`config.mk`:
```
export PLATFORM = sky130hd
export DESIGN_NAME = ifetch_unit_flat
export DESIGN_NICKNAME = d
export VERILOG_FILES = /design/src/rtl/ifetch_unit_if.sv /design/src/rtl/ifetch_unit.sv /design/src/flat_wrapper.sv
export SDC_FILE = /design/constraint.sdc
export NUM_CORES = 1
export LEC_CHECK = 0
export BUFFER_PORTS_ARGS = -buffer_cell sky130_fd_sc_hd__buf_2
export CORE_UTILIZATION = 48
export CTS_CLUSTER_DIAMETER = 80
export DETAILED_ROUTE_END_ITERATION = 10
export PLACE_DENSITY = 0.76
export SYNTH_ARGS = -nofsm -noshare
export SYNTH_HDL_FRONTEND = slang
export SYNTH_SLANG_ARGS = --single-unit
```
`constraint.sdc`:
```
create_clock -name clk -period 4.4 [get_ports clk]
set_clock_uncertainty 0.2 [all_clocks]
set_input_delay 0.22 -clock clk [delete_from_list [all_inputs] [get_ports clk]]
set_output_delay 0.22 -clock clk [all_outputs]
set_load 0.05 [all_outputs]
```
`src/rtl/ifetch_unit_if.sv`:
```
// Instruction-memory request/acknowledge bus between the fetch stage and IROM.
interface ifetch_unit_if;
    logic        imem_req;
    logic [31:0] imem_addr;
    logic        imem_ack;
    logic [31:0] imem_rdata;

    modport master (
        output imem_req,
        output imem_addr,
        input  imem_ack,
        input  imem_rdata
    );

    modport slave (
        input  imem_req,
        input  imem_addr,
        output imem_ack,
        output imem_rdata
    );
endinterface

```
`src/rtl/ifetch_unit.sv`:
```
// Fetch stage of the single-cycle miniCPU: owns the PC, runs the IROM handshake,
// commits the next PC and counts retired instructions; halts on timeout or misalignment.
module ifetch_unit #(
    parameter logic [31:0] RESET_PC = 32'h0000_0000,
    parameter int unsigned TIMEOUT  = 16
) (
    input  logic                 clk,
    input  logic                 rst,
    ifetch_unit_if.master        imem,
    output logic [31:0]          inst,
    output logic                 inst_valid,
    output logic [31:0]          pc,
    output logic [31:0]          pc4,
    input  logic [1:0]           npc_op,
    input  logic [31:0]          imm,
    input  logic [31:0]          alu_c,
    input  logic                 ex_stall,
    output logic                 halted,
    output logic [1:0]           halt_cause,
    output logic [31:0]          instret
);

    localparam logic [1:0] S_FETCH = 2'd0;
    localparam logic [1:0] S_EXEC  = 2'd1;
    localparam logic [1:0] S_HALT  = 2'd2;

    localparam logic [1:0] NPC_PC4 = 2'b00;
    localparam logic [1:0] NPC_BEQ = 2'b01;
    localparam logic [1:0] NPC_JMP = 2'b10;
    localparam logic [1:0] NPC_ALU = 2'b11;

    localparam logic [1:0] CAUSE_NONE    = 2'b00;
    localparam logic [1:0] CAUSE_TIMEOUT = 2'b01;
    localparam logic [1:0] CAUSE_ALIGN   = 2'b10;

    localparam logic [31:0] NOP = 32'h0000_0013;

    localparam int unsigned       CW        = $clog2(TIMEOUT + 1);
    localparam logic [CW-1:0]     TCNT_LAST = CW'(TIMEOUT - 1);

    logic [1:0]    state;
    logic [CW-1:0] tcnt;
    logic [31:0]   npc;
    logic          misaligned;

    assign pc4 = pc + 32'd4;

    always_comb begin
        npc = pc4;
        case (npc_op)
            NPC_PC4:          npc = pc4;
            NPC_BEQ, NPC_JMP: npc = pc + imm;
            NPC_ALU:          npc = alu_c & 32'hFFFF_FFFE;
            default:          npc = pc4;
        endcase
    end

    assign misaligned = |npc[1:0];

    always_ff @(posedge clk or posedge rst) begin
        if (rst) begin
            state      <= S_FETCH;
            pc         <= RESET_PC;
            inst       <= NOP;
            halt_cause <= CAUSE_NONE;
            instret    <= '0;
            tcnt       <= '0;
        end else begin
            case (state)
                S_FETCH: begin
                    // An ack on the last allowed cycle still wins over the timeout.
                    if (imem.imem_ack) begin
                        inst  <= imem.imem_rdata;
                        tcnt  <= '0;
                        state <= S_EXEC;
                    end else if (tcnt == TCNT_LAST) begin
                        halt_cause <= CAUSE_TIMEOUT;
                        state      <= S_HALT;
                    end else begin
                        tcnt <= tcnt + 1'b1;
                    end
                end
                S_EXEC: begin
                    if (!ex_stall) begin
                        if (misaligned) begin
                            halt_cause <= CAUSE_ALIGN;
                            state      <= S_HALT;
                        end else begin
                            pc      <= npc;
                            instret <= instret + 32'd1;
                            state   <= S_FETCH;
                        end
                    end
                end
                S_HALT:  state <= S_HALT;
                default: state <= S_HALT;
            endcase
        end
    end

    // Gating with rst drops the request the moment reset is asserted, mid-handshake included.
    assign imem.imem_req  = (state == S_FETCH) && !rst;
    assign imem.imem_addr = pc;
    assign inst_valid     = (state == S_EXEC);
    assign halted         = (state == S_HALT);

endmodule

```
`src/flat_wrapper.sv`:
```
// flat-port wrapper written by rule: the top's interface ports become plain ports
module ifetch_unit_flat 
#(
    parameter logic [31:0] RESET_PC = 32'h0000_0000,
    parameter int unsigned TIMEOUT  = 16
)
  (clk, rst, inst, inst_valid, pc, pc4, npc_op, imm, alu_c, ex_stall, halted, halt_cause, instret, imem_imem_req, imem_imem_addr, imem_imem_ack, imem_imem_rdata);
  ifetch_unit_if imem_i ();
  input  logic clk;
  input  logic rst;
  output logic [31:0] inst;
  output logic inst_valid;
  output logic [31:0] pc;
  output logic [31:0] pc4;
  input  logic [1:0] npc_op;
  input  logic [31:0] imm;
  input  logic [31:0] alu_c;
  input  logic ex_stall;
  output logic halted;
  output logic [1:0] halt_cause;
  output logic [31:0] instret;
  output wire logic [$bits(imem_i.imem_req)-1:0] imem_imem_req;
  output wire logic [$bits(imem_i.imem_addr)-1:0] imem_imem_addr;
  input wire logic [$bits(imem_i.imem_ack)-1:0] imem_imem_ack;
  input wire logic [$bits(imem_i.imem_rdata)-1:0] imem_imem_rdata;
  assign imem_imem_req = imem_i.imem_req;
  assign imem_imem_addr = imem_i.imem_addr;
  assign imem_i.imem_ack = imem_imem_ack;
  assign imem_i.imem_rdata = imem_imem_rdata;
  ifetch_unit #(.RESET_PC(RESET_PC), .TIMEOUT(TIMEOUT)) u_core (.clk(clk), .rst(rst), .imem(imem_i), .inst(inst), .inst_valid(inst_valid), .pc(pc), .pc4(pc4), .npc_op(npc_op), .imm(imm), .alu_c(alu_c), .ex_stall(ex_stall), .halted(halted), .halt_cause(halt_cause), .instret(instret));
endmodule
```
---- Word-level counts from Yosys, hierarchy flattened ----
Cells that the tools add are included.
word-level totals
  word-level logic and storage cells ...... 49
  memories ................................ 0
  register bits ........................... 105
  output and inout bits ................... 165
  bits in latches ......................... 0
  input port bits ......................... 102
  ROM bits ................................ 0
  memory bits (writable) .................. 0
cells by class
  multiplexer cells ....................... 13
  multipliers ............................. 0
  divide/modulo/power cells ............... 0
  $add $sub $neg .......................... 4
  shift operators ......................... 0
  order comparisons ....................... 0
  bitwise gates (word level) .............. 2
  reduce and logical (&&, ||, !) cells .... 12
  eq/ne operators ......................... 12
operators with widths
  operator                                                         number
  32-bit case mux with 3 select lines                              1
  32-bit by 1-bit adder with 32-bit output, second input constant  1
  32-bit by 3-bit adder with 32-bit output, second input constant  1
  32-bit adder                                                     1
  2-bit 2-to-1 mux                                                 8
  5-bit 2-to-1 mux                                                 2
  2-bit case mux with 2 select lines                               2
  2-bit == test, second input constant                             3
  2-bit != test, second input constant                             3
  2-bit AND reduction                                              3
  5-bit by 1-bit adder with 5-bit output, second input constant    1
  5-bit by 4-bit == test with 1-bit output, second input constant  1
  5-bit AND reduction                                              1
  2-bit by 1-bit == test with 1-bit output, second input constant  2
  2-bit zero test                                                  2
  2-bit by 1-bit != test with 1-bit output, second input constant  2
  2-bit OR reduction                                               2
  3-bit by 2-bit != test with 1-bit output, second input constant  1
  3-bit AND reduction                                              1
  1-bit inverter                                                   2
  2-bit nonzero test                                               1
  1-bit logical AND                                                1
  1-bit zero test                                                  1

---- Longest topological paths before layout ----
Gate-level depths: netlist (run 1).
  depth after elaboration ................. 7
  mapped depth ............................ 13
  mapped depth without buffers ............ 11

---- Worst setup path before layout (run 1) ----
No wires, ideal clock.
  path kind ............................... register to register
  start ................................... register u_core.pc[5] (netlist: u_core.imem.imem_addr[5])
  end ..................................... register u_core.pc[27] (netlist: u_core.imem.imem_addr[27])
  stages on the path, launching flop included .. 10
  path buffers ............................ 1
  period minus slack after synthesis ...... 3432 ps
  arrival time ............................ 3168 ps
  setup time .............................. 64 ps
  data required time ...................... 4136 ps
  path slack .............................. 968 ps
  cell sequence ........................... dfrtp_1 > and4_4 > nand4_2 > or2_1 > buf_2 > nor3_4 > xor2_1 > o21ba_2 > o2111a_1 > a211o_1
on the way
  cells in the longest elaborated chain, start to end .. 2
  elaborated cells between the ends (all ways) .. 3
  classes of those cells .................. add/sub: 2; mux: 1
ends and longest elaborated chain
  what                                      line                text
  from (decl)                               ifetch_unit.sv:12   output logic [31:0] pc,
  from (signal assigned)                    ifetch_unit.sv:89   pc <= npc;
  32-bit by 3-bit adder with 32-bit output  ifetch_unit.sv:46   assign pc4 = pc + 32'd4;
  net pc4[27]                               flat_wrapper.sv:14  output logic [31:0] pc4;
  32-bit case mux with 3 select lines       ifetch_unit.sv:50   case (npc_op)
The timed path passes the listed nets, and every way through them passes these cells.
A chain may end at the register's enable or synchronous reset.

---- Final worst setup path (run 1) ----
  start ................................... register u_core.pc[0] (netlist: u_core.imem.imem_addr[0])
  end ..................................... register u_core.instret[31]
on the way
  cells in the longest elaborated chain, start to end .. 5
  elaborated cells between the ends (all ways) .. 6
  classes of those cells .................. add/sub: 2; mux: 1; bitwise: 1; reduce/logical: 2
ends and longest elaborated chain
  what                                                                             line                                  text
  32-bit adder / 32-bit by 3-bit adder with 32-bit output (equally long branches)  ifetch_unit.sv:52, ifetch_unit.sv:46
  32-bit case mux with 3 select lines (*)                                          ifetch_unit.sv:50
  2-bit OR reduction (*)                                                           ifetch_unit.sv:58                     assign misaligned = |npc[1:0];
  1-bit inverter (no source line) (*)                                              -
  3-bit AND reduction (no source line) (*)                                         -
  to (signal assigned)                                                             ifetch_unit.sv:90                     instret <= instret + 32'd1;
  to (decl)                                                                        ifetch_unit.sv:20                     output logic [31:0] instret
Every way passes the cells marked *; elsewhere a longest branch is shown, timed or not.

==> results of run 1 <==
[power breakdown]
part	internal, mW	total (mW)	switching [mW]	leakage (nW)
clock network	0.408	0.829	0.421	0.150
registers	1.22	1.51	0.286	1.31
logic	0.841	2.98	2.14	3.20
[metrics by stage]
| stage | util, % | instances | total power, mW |
|---|---|---|---|
| final | 62.9 | 1324 | 5.32 |
| after global routing | 62.9 | 1323 | 5.57 |
| after CTS | 62.9 | 1322 | 5.29 |
| after detailed placement | 57.9 | 1262 | 4.44 |
| after global placement | 57.9 | 1262 | 4.38 |
| after floorplan | - | 844 | 3.84 |
[area by class of cell]
cell class / instances / area [um2]
fill: 1304 / 5680
multi-input combinational: 643 / 4470
clock buffer: 9 / 225
sequential: 105 / 2630
inverter: 29 / 111
clock inverter: 7 / 86.3
timing repair buffer: 318 / 1830
antenna: 2 / 5.00
tap: 211 / 264
[cell usage in the layout (no fill, tap or decap), drive strengths merged, types with 5 or more instances in the layout]
master,instances
buf,274
dfrtp,102
nand2,77
xnor2,54
a21oi,49
o21ai,49
nor2,48
dlygate4sd3,44
nand3,38
ha,37
mux2,34
inv,31
nor3,30
xor2,22
and3,20
a21o,17
a221oi,17
nand4,14
nand2b,11
a211oi,10
o31ai,10
o21a,9
clkbuf,9
nor2b,7
a31oi,7
o21bai,6
and4,6
mux2i,5
nor4,5
clkinv,5
[routing by layer]
layer / up-vias / track usage (%) / part of all wire, %
li1: 3589 / - / -
met1: 3592 / 34.4 / 41
met2: 340 / 50.4 / 49
met3: 50 / 5.51 / 7.8
met4: 2 / 11.7 / 2.5
met5: - / 0 / 0.055
[worst max-delay path: stages (launching register included)]
cell      delay [ns]
dfrtp_1         0.42
ha_1            0.22
inv_1           0.06
fa_1            0.48
nand2b_1        0.07
a221oi_2        0.36
o21a_1          0.47
and4_1          0.34
nand2b_1        0.21
nor3_1          0.42
nand4_1         0.17
xnor2_1         0.16
[final timing paths]
kind / endpoint / slack [ns] / cells after the start
setup reg to reg: u_core.instret[31]$_DFFE_PP0P_ / 0.71 / 11
hold / removal: u_core.imem.imem_addr[31]$_DFFE_PP0P_ / 0.01 / 5
setup / recovery: u_core.instret[31]$_DFFE_PP0P_ / 0.71 / 11
min in group asynchronous: u_core.tcnt[2]$_DFFE_PP0P_ / 0.41 / 4
hold reg to reg: u_core.instret[28]$_DFFE_PP0P_ / 0.29 / 1
max in group asynchronous: u_core.instret[0]$_DFFE_PP0P_ / 3.10 / 4
[cells by family (layout without fill, tap and decap cells)]
family                   Yosys count  in the layout  share of synthesized area, %
flip-flops                       105            105                          34.7
other                              0              2                             0
XOR/XNOR                          76             76                          8.86
buffers and inverters             96            363                          6.51
AND/OR/NAND/NOR                  274            274                          18.7
AO/OA/AOI/OAI                    216            216                          19.3
multiplexers                      39             39                          5.70
adder cells (fa/ha/maj)           38             38                          6.36
[sequential cells by signal, summed over array words and instances, names as in the netlist]
signal / flops
u_core.instret: 32
u_core.state: 2
u_core.imem.imem_addr: 32
u_core.inst: 32
u_core.halt_cause: 2
u_core.tcnt: 5
==> flow_summary.yaml, run 1 <==
status:
  outcome: "completed"
floorplan:
  io-pin-count: 267
  chipHeight_um: 128
  fp.coreArea_um2: 15300
  rows: 45
  start_util_pct: 49.6
  die_x_um: 128
  die-area_um2: 16300
detailed_routing:
  post_drt_wl_per_cell_um: 17.9
  drt_wl_total_mm: 23.7
  drtIter0Drc: 433
  routed_via_density: 5.72
  drc: 0
  final_antenna_net_count: 0
  firstDrtPassIters: 7
  vias: 7573
sta:
  worst_pin_slew_ns: 0.735
  holdWs_ns: 0.0144
  slew_viol_final: 0
  fin_tns_setup_ns: 0
  finalHoldViolCount: 0
  min_period_over_period_pct: 83.9
  worst_slack_ns: 0.706
  fin_crit_ns: 3.69
  max_slew_margin_pct: 50.5
  setup_violations: 0
  fmax_ghz: 0.271
  rsz0062_at_grt: "false"
final_layout:
  fin_nets: 1246
  areaGrowthSynthToFinish_pct: 26.8
  fin_area_um2: 9630
  drive_above_1_share_pct: 31.5
placement:
  gp_congestion: 0.920
  dp_slack_ns: 0.683
  dp_hpwl_mm: 16.8
  place_area_um2: 8870
  io_buffers: 265
clock_network:
  cts_num_sinks: 105
  cts-buffers-inserted: 9
  cts_resized: 0
  h-tree-depth: 3
  clk_pin_slew_worst_paths_ns: 0.09
  cts_tree: "done"
  cts_setup_buffers: 0
  cts_hold_buf: 44
  clockRootBuffer: "clkbuf_16"
  clockBufferDepth: 2
  insertion_delay_ns: 0.35
pwr:
  ir_drop_uv: 446
  power_density_nw_per_um2: 552
  leakage_nw: 4.67
synthesis:
  yosys.area.top_type: "dfrtp_1"
  synthTopCellsByCount: "dfrtp_1 (102), nand2_1 (77), xnor2_1 (53)"
  synth_edf_count: 0
  synth_top_area_share_pct: 33.6
  postSynthAreaPerCell_um2: 9.00
  synth_ff_type: "dfrtp_1"
  synth_seq_area_share_pct: 34.7
  synthTopCellsByArea: "dfrtp_1 (34%), xnor2_1 (6.1%), ha_1 (6.1%), mux2_2 (5.0%), nand2_1 (3.8%)"
  yosysWarnings: 0
  synth_area_um2: 7590
  synth.distinct_cells: 75
  yosysMostFrequentCell: "dfrtp_1"
  ys_ff_latch: 105
  synthCells: 844
  synth_nets: 984
  synthArstFlopShare_pct: 100
setup_path:
  rr_startpoint: "u_core.imem.imem_addr[0]$_DFFE_PP0P_"
  worst-setup-path-type: "reg -> reg"
  crit_path_start: "u_core.imem.imem_addr[0]$_DFFE_PP0P_"
  worstPathArrival_ns: 3.74
  cp.required_ns: 4.45
  path_max_fanout: 12
  end_kind: "flip-flop"
  start_kind: "flip-flop"
run:
  maxCapViolations: 0
grt:
  grt_pass1_wl_mm: 36.5
  grt_max_degree: 58
  grt-ovfl-total: 0
  grtUsageTotal_pct: 28.7
  grt_pass1_vias: 7107
  antenna_found_initial: 3
worst_hold_path:
  min_path_type: "in -> reg"
  hp-start: "alu_c[31]"
Note: power is estimated with default switching activity, not from simulation.
==> run 2: changes to the inputs <==
Clock period 4.4 ns to 3.4 ns, I/O delays scaled along.
==> flow_summary.yaml, run 2 (synthesized netlist as in run 1, its figures left out) <==
setup_path:
  worst-setup-path-type: "reg -> reg"
  slowest_stage: "o21ai_1"
  path_max_fanout: 5
  cp.required_ns: 3.50
  path_cells: "ha_1 > inv_1 > fa_1 > nor2b_1 > o211ai_1 > a211oi_2 > o31ai_4 > o21ai_1 > a22o_1 > mux2_2 > nand3_1"
  end_kind: "flip-flop"
  reg2regPathDepth: 11
  cpPeakStageDelay_ns: 0.45
  start_kind: "flip-flop"
  worstPathArrival_ns: 3.41
floorplan:
  chipHeight_um: 128
  fp.coreArea_um2: 15300
  start_util_pct: 49.6
  rows: 45
  die-area_um2: 16300
  io-pin-count: 267
  die_x_um: 128
grt:
  grt-ovfl-total: 0
  grtUsageTotal_pct: 29.2
  antenna_found_initial: 0
  grt_max_degree: 54
  grt_pass1_vias: 7356
  grt_pass1_wl_mm: 37.3
status:
  outcome: "completed"
pwr:
  power_frac_clock_pct: 16.1
  ir_drop_uv: 622
  switching_power_mw: 3.68
  internal_power_mw: 3.31
  leakage_nw: 4.78
  power_density_nw_per_um2: 711
  switching_share_pct: 52.6
  pwr-share-seq_pct: 27.2
  comb_power_share_pct: 56.7
clock_network:
  h-tree-depth: 3
  cts-buffers-inserted: 9
  clockBufferDepth: 2
  clockRootBuffer: "clkbuf_16"
  cts_tree: "done"
  cts_resized: 0
  cts_num_sinks: 105
  clk_pin_slew_worst_paths_ns: 0.08
  insertion_delay_ns: 0.36
run:
  maxCapViolations: 0
final_layout:
  fin_nets: 1267
  nFillCells: 1306
  areaGrowthSynthToFinish_pct: 29.5
  antenna_cells: 0
  final_cell_mix: "buf_2 (265), dfrtp_1 (102), nand2_1 (77)"
  drive_above_1_share_pct: 32.2
  final_common_cell: "buf_2"
  multi_input_area_um2: 4480
  layout.cells.non_filler: 1343
  regArea_um2: 2630
sta:
  worst_pin_slew_ns: 0.697
  fin_tns_setup_ns: 0
  slew_viol_final: 0
  fmax_ghz: 0.302
  rsz0062_at_grt: "true"
  min_period_over_period_pct: 97.3
  max_slew_margin_pct: 53.5
  fin_crit_ns: 3.31
  finalHoldViolCount: 0
  setup_violations: 0
detailed_routing:
  post_drt_wl_per_cell_um: 17.7
  drt_wl_total_mm: 23.7
  routed_via_density: 5.62
  drtIter0Drc: 401
  drc: 0
  final_antenna_net_count: 0
  vias: 7552
  firstDrtPassIters: 4
placement:
  dp.cells: 1276
  dp_hpwl_mm: 17.0
  io_buffers: 265
  gp_congestion: 0.937
worst_hold_path:
  worstHoldPathCells: 3
  min_path_type: "in -> reg"
[run 2: cell count changes in the layout (fill, tap and decap cells not counted), moves of 2 or more]
cell and delta:
buf_4 +13, clkinv_8 -2, dlygate4sd3_1 +7, diode_2 -2
[run 2: per-layer routing]
metal	part of all wire (%)	vias to the layer above	GRT usage, %
li1	-	3619	-
met1	40	3507	34.8
met3	8.4	55	6.05
met4	3.4	0	12.4
met2	48	371	50.9
met5	0	-	0
[run 2: cell type report]
class,instances,area share [%]
well taps,211,2.69
repair buffers,339,20.6
inverters,29,1.13
clock buffers,9,2.29
flip-flops and latches,105,26.8
multi-input cells,643,45.6
clock inverters,7,0.967
[run 2: worst paths after layout]
check	start	to	slack (ns)
max	u_core.imem.imem_addr[0]$_DFFE_PP0P_	u_core.imem.imem_addr[28]$_DFFE_PP0P_	0.09
min reg2reg	u_core.instret[31]$_DFFE_PP0P_	u_core.instret[31]$_DFFE_PP0P_	0.28
min in group asynchronous	rst	u_core.state[1]$_DFFE_PP0P_	0.28
max in group asynchronous	rst	u_core.inst[1]$_DFFE_PP1P_	1.91
min	alu_c[18]	u_core.imem.imem_addr[18]$_DFFE_PP0P_	0.02
max reg2reg	u_core.imem.imem_addr[0]$_DFFE_PP0P_	u_core.imem.imem_addr[28]$_DFFE_PP0P_	0.09
[run 2: what timing repair did]
item	4_1_cts	5_1_grt
hold buffers	51	0
endpoints found under the setup margin	0	4
endpoints found under the hold margin	105	0
buffers inserted	0	0
[run 2: power groups by stage]
stage	combinational, mW	clock [mW]	sequential, mW
after global placement	3.83	0	1.88
after CTS	3.93	1.14	1.88
after global routing	4.18	1.20	1.95
final	3.96	1.12	1.90
after detailed placement	3.87	0	1.90
after floorplan	2.04	0	2.94
[run 2: critical path, delay by kind of cell (launching register included)]
kind	cells	cell delay, ns
multiplexers	1	0.34
AO/OA/AOI/OAI	5	1.43
buffers and inverters	1	0.06
AND/OR/NAND/NOR	2	0.24
adder cells (fa/ha/maj)	2	0.61
flip-flops	1	0.37
[run 2: per-stage QoR]
step / area, um2 / hold WS [ns] / total power, mW / utilization, % / setup WS, ns
2_1_floorplan: 7600 / 0.0669 / 4.97 / - / 0.0215
3_3_place_gp: 9000 / 0.159 / 5.71 / 58.8 / 0.245
3_5_place_dp: 9000 / 0.150 / 5.77 / 58.8 / 0.201
4_1_cts: 9830 / 0.0118 / 6.95 / 64.2 / 0.168
5_1_grt: 9830 / 0.0378 / 7.33 / 64.2 / -0.0954
6_report: 9830 / 0.0166 / 6.99 / 64.2 / 0.0909
